==> config.mk <==
export PLATFORM = sky130hd
export DESIGN_NAME = decoder_scan_flat
export DESIGN_NICKNAME = d
export VERILOG_FILES = /design/src/rtl/decoder_scan_if.sv /design/src/rtl/decoder_scan.sv /design/src/flat_wrapper.sv
export SDC_FILE = /design/constraint.sdc
export NUM_CORES = 1
export LEC_CHECK = 0
export BUFFER_PORTS_ARGS = -buffer_cell sky130_fd_sc_hd__buf_2
export CAP_MARGIN = 10
export CORE_MARGIN = 10
export CORE_UTILIZATION = 51
export DETAILED_ROUTE_END_ITERATION = 6
export GPL_TIMING_DRIVEN = 0
export PLACE_DENSITY = 0.85
export SLEW_MARGIN = 20
export SYNTH_ARGS = -nofsm -noshare
export SYNTH_HDL_FRONTEND = slang
export SYNTH_SLANG_ARGS = --single-unit
==> constraint.sdc <==
create_clock -name clk -period 1.7 [get_ports clk]
set_input_delay 0.085 -clock clk [delete_from_list [all_inputs] [get_ports clk]]
set_output_delay 0.085 -clock clk [all_outputs]
set_load 0.01 [all_outputs]
==> src/rtl/decoder_scan_if.sv <==
`default_nettype none
// ============================================================================
// Module      : decoder_scan_if
// Description : Request / one-hot beat bundle for decoder_scan.
// Revision    : 1.0
// ============================================================================
interface decoder_scan_if #(
    parameter int N = 3
);
    localparam int OUT_W = 2**N;

    logic [N-1:0]     d;
    logic             mode;
    logic             in_valid;
    logic             in_ready;
    logic             abort;
    logic [OUT_W-1:0] y;
    logic             y_valid;
    logic             out_ready;
    logic             y_last;

    modport master (
        output d, mode, in_valid, abort, out_ready,
        input  in_ready, y, y_valid, y_last
    );

    modport slave (
        input  d, mode, in_valid, abort, out_ready,
        output in_ready, y, y_valid, y_last
    );
endinterface
`default_nettype wire

==> src/rtl/decoder_scan.sv <==
`default_nettype none
// ============================================================================
// Module      : decoder_scan
// Description : Registered one-hot decoder with single-beat and scan modes.
// Revision    : 1.0
// ============================================================================
module decoder_scan #(
    parameter int N = 3
) (
    input  wire            clk,
    input  wire            rst_n,
    decoder_scan_if.slave  bus
);
    localparam int OUT_W = 2**N;
    localparam logic [N-1:0] POS_MAX = N'(OUT_W - 1);

    typedef enum logic [1:0] {
        S_IDLE = 2'd0,
        S_HOLD = 2'd1,
        S_SCAN = 2'd2
    } state_t;

    state_t           state_q, state_d;
    logic [N-1:0]     pos_q, pos_d;
    logic [OUT_W-1:0] y_q, y_d;
    logic             y_valid_q, y_valid_d;
    logic             y_last_q, y_last_d;
    logic [N-1:0]     w_pos_inc;

    assign w_pos_inc = pos_q + N'(1);

    always_comb begin
        state_d   = state_q;
        pos_d     = pos_q;
        y_d       = y_q;
        y_valid_d = y_valid_q;
        y_last_d  = y_last_q;
        if (bus.abort) begin
            state_d   = S_IDLE;
            y_d       = '0;
            y_valid_d = 1'b0;
            y_last_d  = 1'b0;
        end else begin
            case (state_q)
                S_IDLE: begin
                    if (bus.in_valid) begin
                        state_d   = bus.mode ? S_SCAN : S_HOLD;
                        pos_d     = bus.d;
                        y_d       = OUT_W'(1) << bus.d;
                        y_valid_d = 1'b1;
                        y_last_d  = bus.mode ? (bus.d == POS_MAX) : 1'b1;
                    end
                end
                S_HOLD: begin
                    if (bus.out_ready) begin
                        state_d   = S_IDLE;
                        y_d       = '0;
                        y_valid_d = 1'b0;
                        y_last_d  = 1'b0;
                    end
                end
                S_SCAN: begin
                    // The last position ends the scan instead of wrapping.
                    if (bus.out_ready) begin
                        if (pos_q == POS_MAX) begin
                            state_d   = S_IDLE;
                            y_d       = '0;
                            y_valid_d = 1'b0;
                            y_last_d  = 1'b0;
                        end else begin
                            pos_d    = w_pos_inc;
                            y_d      = y_q << 1;
                            y_last_d = (w_pos_inc == POS_MAX);
                        end
                    end
                end
                default: begin
                    state_d   = S_IDLE;
                    y_d       = '0;
                    y_valid_d = 1'b0;
                    y_last_d  = 1'b0;
                end
            endcase
        end
    end

    always_ff @(posedge clk) begin
        if (!rst_n) begin
            state_q   <= S_IDLE;
            pos_q     <= '0;
            y_q       <= '0;
            y_valid_q <= 1'b0;
            y_last_q  <= 1'b0;
        end else begin
            state_q   <= state_d;
            pos_q     <= pos_d;
            y_q       <= y_d;
            y_valid_q <= y_valid_d;
            y_last_q  <= y_last_d;
        end
    end

    assign bus.in_ready = (state_q == S_IDLE);
    assign bus.y        = y_q;
    assign bus.y_valid  = y_valid_q;
    assign bus.y_last   = y_last_q;
endmodule
`default_nettype wire

==> src/flat_wrapper.sv <==
// flat-port wrapper written by rule: the top's interface ports become plain ports
module decoder_scan_flat 
#(
    parameter int N = 3
)
  (clk, rst_n, bus_d, bus_mode, bus_in_valid, bus_abort, bus_out_ready, bus_in_ready, bus_y, bus_y_valid, bus_y_last);
  decoder_scan_if #(.N(N)) bus_i ();
  input  wire clk;
  input  wire rst_n;
  input wire logic [$bits(bus_i.d)-1:0] bus_d;
  input wire logic [$bits(bus_i.mode)-1:0] bus_mode;
  input wire logic [$bits(bus_i.in_valid)-1:0] bus_in_valid;
  input wire logic [$bits(bus_i.abort)-1:0] bus_abort;
  input wire logic [$bits(bus_i.out_ready)-1:0] bus_out_ready;
  output wire logic [$bits(bus_i.in_ready)-1:0] bus_in_ready;
  output wire logic [$bits(bus_i.y)-1:0] bus_y;
  output wire logic [$bits(bus_i.y_valid)-1:0] bus_y_valid;
  output wire logic [$bits(bus_i.y_last)-1:0] bus_y_last;
  assign bus_i.d = bus_d;
  assign bus_i.mode = bus_mode;
  assign bus_i.in_valid = bus_in_valid;
  assign bus_i.abort = bus_abort;
  assign bus_i.out_ready = bus_out_ready;
  assign bus_in_ready = bus_i.in_ready;
  assign bus_y = bus_i.y;
  assign bus_y_valid = bus_i.y_valid;
  assign bus_y_last = bus_i.y_last;
  decoder_scan #(.N(N)) u_core (.clk(clk), .rst_n(rst_n), .bus(bus_i));
endmodule
; ---- Yosys cells after proc, flatten, opt, wreduce, memory -nomap -nowiden
; Cells that the tools add are included.
[word_totals]
out_inout_bits = 11
register_bits = 15
input_bits = 9
word_cells = 50
[op_classes]
n_reduce_logical = 6
n_bitwise = 2
n_mux = 25
eq_ne = 10
add_sub_neg = 1
shift = 1
[op_table]
columns = cell, n
row1 = $mux W8, 4
row2 = $pmux W8 S3, 1
row3 = $mux W2, 5
row4 = $eq A3 B3 Y1 const B, 3
row5 = $mux W3, 3
row6 = $mux W1, 8
row7 = $ne A2 B2 Y1 const B, 4
row8 = $shl A1 B3 Y8 const A, 1
row9 = $pmux W1 S3, 2
row10 = $pmux W2 S3, 1
row11 = $pmux W3 S2, 1
row12 = $reduce_and A5 Y1, 1
row13 = $reduce_and A4 Y1, 1
row14 = $add A3 B1 Y3 const B, 1
row15 = $reduce_and A3 Y1, 1
row16 = $eq A2 B1 Y1 const B, 1
row17 = $eq A2 B2 Y1 const B, 1
row18 = $logic_not A2 Y1, 1
row19 = $ne A2 B1 Y1 const B, 1
row20 = $not A1 Y1, 2
row21 = $reduce_bool A2 Y1, 1
row22 = $reduce_or A2 Y1, 1

; ---- Logic depth before layout (Yosys ltp)
; Gate-level depths: netlist of the first run.
[depth]
word_depth = 5
mapped_depth = 6
depth_no_buf = 6

; ---- Least setup slack after synthesis of the first run
; Ideal clock, no wire load.
[synth_timing]
path_kind = flip-flop to flip-flop
start = reg u_core.pos_q[0]
end = reg u_core.pos_q[2]
period_less_slack_ps = 1416
arrival_time_ps = 1300
setup_ps = 116
path_slack_ps = 284
path_stages_with_launch = 7
path_buffers = 0
path_cell_list = dfxtp_1 ha_1 ha_1 nand3b_1 a21boi_2 nand2_1 o211a_1
[synth_via]
elab_chain_cells = 4
word_cells_on_any_way = 7
[synth_rtl]
columns = item, line_no
row1 = from (decl), decoder_scan.sv:24  ; logic [N-1:0] pos_q, pos_d;
row2 = from (signal assigned), decoder_scan.sv:96  ; pos_q <= pos_d;
row3 = $add A3 B1 Y3, decoder_scan.sv:30  ; assign w_pos_inc = pos_q + N'(1);
row4 = $mux W3, decoder_scan.sv:65  ; if (pos_q == POS_MAX) begin
row5 = $mux W3, decoder_scan.sv:64  ; if (bus.out_ready) begin
row6 = $pmux W3 S2, decoder_scan.sv:44  ; case (state_q)
; Parallel ways exist; a longest one is shown, timed or not. The select of a mux whose other input is x is not followed.
; A chain may end at the register's enable or synchronous reset.

; ---- Worst setup path after layout of the first run
; Ends and elaborated chain as after synthesis.

==> results_dict.tcl, run 1 <==
set metrics [dict create \
    die-area_um2 3790 \
    critPathRequiredTime_ns 1.87 \
    clkSlewWorstSetupHoldPaths_ns 0.09 \
    critical_path_class "reg2reg" \
    skew_ns 0.00605 \
    fill_cells 148 \
    ys_warn_count 0 \
    vdd_ir_drop_max_uv 407 \
    synth_xor_area_share_pct 0 \
    clk_path_buf_depth 2 \
    cts.sinks 15 \
    status "finished, final reports clean" \
    regArea_um2 300 \
    area_growth_pct 16.1 \
    finalSetupViolCount 0 \
    worstSkewPairLatency_ns 0.27 \
    netlist_instances 98 \
    grt_pass1_wl_um 3250 \
    root_buffer "clkbuf_4" \
    dp_hpwl_um 1580 \
    synth_compound_area_share_pct 30.8 \
    tightestPinTransition_ns 0.388 \
    wl_per_cell_um 14.1 \
    multiInputGateArea_um2 547 \
    place_inst 133 \
    ios 20 \
    drc 0 \
    setup_tns_ns 0 \
    ys_seq_area_share_pct 34.1 \
    report.final.slew_viol_count 0 \
    nets 135 \
    yosys.area_share.simple_pct 24.4 \
    post-cts-setup-buffer-count 0 \
    fp.dieH_um 61.6 \
    instances_no_fill 137 \
    grt_usage_pct 10.9 \
    cap_violations 0 \
    numPortBuffers 19 \
    routed_wl_um 1930 \
    ant_nets 0 \
    drive_gt1_share_pct 30.6 \
    vias 791 \
    cts-buffers-inserted 3 \
    yosys-mux-area-fraction_pct 1.14 \
    period_minus_slack_ns 1.58 \
    antenna_cells 0 \
    synth_seq_cells 15 \
    fin_crit_sh_pct 92.7 \
    antenna_found_initial 0 \
    p_leak_nw 0.435 \
    syn_nets 111 \
    slew_headroom_pct 74.1 \
    syn_area_per_cell_um2 8.99 \
    die_x_um 61.6 \
    powerDensity_nw_per_um2 698 \
    htree_levels 1 \
    startpoint_type "flop" \
    yosys.area_share.adder_pct 5.68 \
    grt_max_degree 11 \
    max_clock_freq_mhz 635 \
    grt.overflow.total 0 \
    hp-class "in2reg" \
    netlist_area_um2 881 \
    cts_resized 0 \
    synth_cell_type_count 34 \
    fp.coreArea_um2 1580 \
    via_per_inst 5.77 \
    rows 14 \
    drtIter0Drc 10 \
    worstPathMaxFanout 5 \
    cp.arrival_ns 1.75 \
    cts_tree "built" \
    initial_utilization_pct 55.9 \
    endpoint_kind "flop" \
    hold_viol 0 \
    synth_top_family_by_area "compound AO/OA/AOI/OAI gates" \
    gp_congestion 0.839 \
    drtPass1Iterations 4 \
    rsz0062_at_grt "false" \
    grt_pass1_vias 761 \
    ctsHoldBuffers 0 \
]
[sequential cells by signal (all words and copies together), names as in the netlist]
name and cells:
u_core.state_q 2, u_core.bus.y 8, u_core.pos_q 3, u_core.bus.y_valid 1, u_core.bus.y_last 1
[cells in the final DEF (no fill, tap or decap), drive strengths merged, types with 4 or more instances in the layout]
cell     n
a21oi   11
a22o     4
a22oi    4
buf     22
clkbuf   4
dfxtp   15
ha       4
nand2   10
nor2     9
nor2b    5
o21ai   10
[cells by family after synthesis]
logic type / count (synthesis)
AO/OA/AOI/OAI: 37
AND/OR/NAND/NOR: 37
flip-flops: 15
buffers and inverters: 4
adder cells (fa/ha/maj): 4
multiplexers: 1
[stage by stage]
step	total power, mW	instance area [um^2]	setup slack, ns	hold WS [ns]	util, %
global route	0.750	1020	0.00943	0.120	64.8
detailed placement	0.523	996	0.147	0.400	63.2
finish	0.714	1020	0.125	0.114	64.8
floorplan	0.476	881	0.284	0.218	-
global placement	0.518	996	0.190	0.388	63.2
CTS	0.720	1020	0.124	0.105	64.8
[worst max-delay path, cell delays in order, from the launching register on]
cell	delay, ns
dfxtp_1	0.34
ha_1	0.22
ha_1	0.23
nand3b_1	0.22
a21boi_2	0.27
nand2_1	0.08
o211a_1	0.12
[layout make-up]
type | count | area share, %
plain buffers | 3 | 2.94
clock buffers | 4 | 2.57
inverters | 1 | 0.367
multi-input cells | 79 | 53.5
flip-flops and latches | 15 | 29.4
well taps | 16 | 1.96
repair buffers | 19 | 9.30
[synthesized netlist by cell type, drive strengths merged]
master / number / area share, %
nor3: 2 / 1.7
nand3: 2 / 1.1
o21ai: 10 / 6.1
mux2i: 1 / 1.1
a22o: 4 / 4.0
buf: 3 / 3.4
a21boi: 2 / 2.1
o21a: 1 / 0.85
o211ai: 1 / 0.85
and2b: 1 / 1.1
nand2: 10 / 4.3
ha: 4 / 5.7
nand4: 1 / 0.71
nand4b: 1 / 0.99
a22oi: 4 / 3.4
a21oi: 11 / 8.0
nand2b: 3 / 2.1
o31ai: 1 / 2.4
nor3b: 1 / 2.1
dfxtp: 15 / 34
nor2: 9 / 3.8
nor2b: 5 / 4.7
nand3b: 2 / 1.7
o211a: 1 / 1.1
inv: 1 / 0.43
o2111ai: 2 / 2.0
[per-layer routing]
metal  vias to the layer above  part of all wire (%)  GRT usage (%)
li1                        410                     -              -
met1                       361                    47           13.3
met2                        18                    48           17.9
met3                         2                   4.7           2.88
met4                         0                  0.47           3.82
met5                         -                     0              0
[worst paths after layout]
path         slack (ns)  cells after the start                            to                         start
max reg2reg        0.12                      6  u_core.pos_q[2]$_SDFFE_PN0P_  u_core.pos_q[0]$_SDFFE_PN0P_
max                0.12                      6  u_core.pos_q[2]$_SDFFE_PN0P_  u_core.pos_q[0]$_SDFFE_PN0P_
min reg2reg        0.47                      2  u_core.bus.y[0]$_SDFFE_PP0P_  u_core.bus.y[0]$_SDFFE_PP0P_
min                0.11                      2  u_core.pos_q[2]$_SDFFE_PN0P_                         rst_n
[power breakdown]
group          leakage [nW]  switching (mW)  internal [mW]
Clock                0.0150           0.108         0.0908
Sequential            0.122          0.0115          0.366
Combinational         0.298          0.0785         0.0586
Power figures use the tool's default switching activity.
==> run 2, diff against run 1 <==
Settings changed: CELL_PAD_IN_SITES_DETAIL_PLACEMENT set to 2, CELL_PAD_IN_SITES_GLOBAL_PLACEMENT set to 2, CORE_ASPECT_RATIO set to 0.75, CORE_UTILIZATION 51 to 31, PLACE_DENSITY 0.85 to 0.86.
==> run 2 against run 1 <==
Combinational power is 8% higher. Die area rose by 42%. Worst setup slack got worse by 0.028 ns. Largest power group unchanged. Cell count is 15% higher. Routed wire length grew 45%. Hold slack improved by 0.033 ns. Register-to-register slack worse by 0.03 ns. Maximum frequency shrank 1.8%. Clock-buffer cell count unchanged. Power up 15%. Via count is 4.2% higher. Clock skew shrank 0.0045 ns.
==> results_dict.tcl, run 2 (synthesis gave the netlist of run 1 again) <==
set metrics [dict create \
    ios 20 \
    via_per_inst 5.25 \
    skew_ns 0.00155 \
    drtPass1Iterations 4 \
    fin_crit_sh_pct 94.3 \
    grt_pass1_wl_um 4490 \
    worstPathMaxFanout 5 \
    grt_usage_pct 10.6 \
    clk_path_buf_depth 2 \
    most-common-layout-cells "buf_2 (19), dfxtp_1 (15), nand2_1 (10)" \
    startpoint_type "flop" \
    post-cts-setup-buffer-count 0 \
    setup_tns_ns 0 \
    cts_tree "built" \
    cts.sinks 15 \
    max_clock_freq_mhz 624 \
    antenna_found_initial 0 \
    pre_cts_ws_ns 0.0909 \
    largest_reg_flops 8 \
    grt_pass1_vias 866 \
    status "finished, final reports clean" \
    fp.coreArea_um2 2660 \
    critPathRequiredTime_ns 1.84 \
    worstSkewPairLatency_ns 0.25 \
    fp.dieH_um 66.2 \
    drc 0 \
    initial_utilization_pct 33.1 \
    powerDensity_nw_per_um2 762 \
    cap_violations 0 \
    numPortBuffers 19 \
    die_x_um 81.6 \
    nets 135 \
    vdd_ir_drop_max_uv 461 \
    dp_hpwl_um 2230 \
    die-area_um2 5400 \
    hp-class "in2reg" \
    ant_nets 0 \
    critical_path_class "reg2reg" \
    layout_commonest_cell "buf_2" \
    htree_levels 1 \
    report.final.slew_viol_count 0 \
    cp.arrival_ns 1.74 \
    finalSetupViolCount 0 \
    vias 824 \
    rows 16 \
    tightestPinTransition_ns 0.485 \
    rsz0062_at_grt "false" \
    area_growth_pct 21.9 \
    wl_per_cell_um 17.8 \
    cts-buffers-inserted 3 \
    clkSlewWorstSetupHoldPaths_ns 0.06 \
    hold_viol 0 \
    period_minus_slack_ns 1.60 \
    drive_gt1_share_pct 30.6 \
    endpoint_kind "flop" \
    grt.overflow.total 0 \
    slew_headroom_pct 67.6 \
    fin_ws_ns 0.0963 \
    ctsHoldBuffers 0 \
    root_buffer "clkbuf_8" \
    p_leak_nw 0.447 \
    antenna_cells 0 \
    drtIter0Drc 16 \
    gp_congestion 0.743 \
    grt_max_degree 11 \
    routed_wl_um 2800 \
]
run 2: cell counts in the layout (fill, tap and decap cells not counted):
No cell type changed its count.
run 2: critical path, stage by stage, from the launching register on:
cell and delay (ns):
dfxtp_1 0.32, ha_1 0.24, ha_1 0.24, nand3b_1 0.24, a21boi_4 0.25, nand2_1 0.08
o211a_1 0.12
run 2: final cells by class:
type / count / area, um^2
fillers: 311 / 1590
multi-input cells: 79 / 554
flip-flops and latches: 15 / 300
repair buffers: 19 / 95.1
clock buffers: 4 / 45.0
well taps: 36 / 45.0
plain buffers: 3 / 30.0
inverters: 1 / 3.75
run 2: stage by stage:
step / instance area (um^2) / power (mW) / instances / hold slack (ns) / utilization (%)
2_1_floorplan: 881 / 0.476 / 98 / 0.218 / -
3_3_place_gp: 1020 / 0.524 / 153 / 0.391 / 38.3
3_5_place_dp: 1020 / 0.533 / 153 / 0.405 / 38.3
4_1_cts: 1070 / 0.828 / 157 / 0.142 / 40.0
5_1_grt: 1070 / 0.863 / 157 / 0.158 / 40.3
6_report: 1070 / 0.818 / 157 / 0.147 / 40.3
run 2: timing repair:
action | CTS | global route
hold endpoints to repair | 0 | 0
resized for setup | 0 | 1
endpoints found under the setup margin | 0 | 1
run 2: final timing paths:
check,from,depth (start not counted),end,slack (ns)
max,u_core.pos_q[0]$_SDFFE_PN0P_,6,u_core.pos_q[2]$_SDFFE_PN0P_,0.1
min,rst_n,2,u_core.pos_q[2]$_SDFFE_PN0P_,0.15
max reg2reg,u_core.pos_q[0]$_SDFFE_PN0P_,6,u_core.pos_q[2]$_SDFFE_PN0P_,0.1
min reg2reg,u_core.pos_q[1]$_SDFFE_PN0P_,2,u_core.pos_q[1]$_SDFFE_PN0P_,0.48
run 2: per-layer routing:
metal	share of wire, %	GRT usage, %	up-vias
met4	0	1.29	0
met2	47	16.5	15
met3	4.3	3.80	0
li1	-	-	410
met5	0	0	-
met1	49	13.9	399
run 2: where the power goes:
| group | total (mW) | internal, mW | switching (mW) |
|---|---|---|---|
| Clock | 0.291 | 0.166 | 0.125 |
| Combinational | 0.148 | 0.0601 | 0.0882 |
| Sequential | 0.379 | 0.367 | 0.0125 |
| Total | 0.818 | 0.593 | 0.226 |
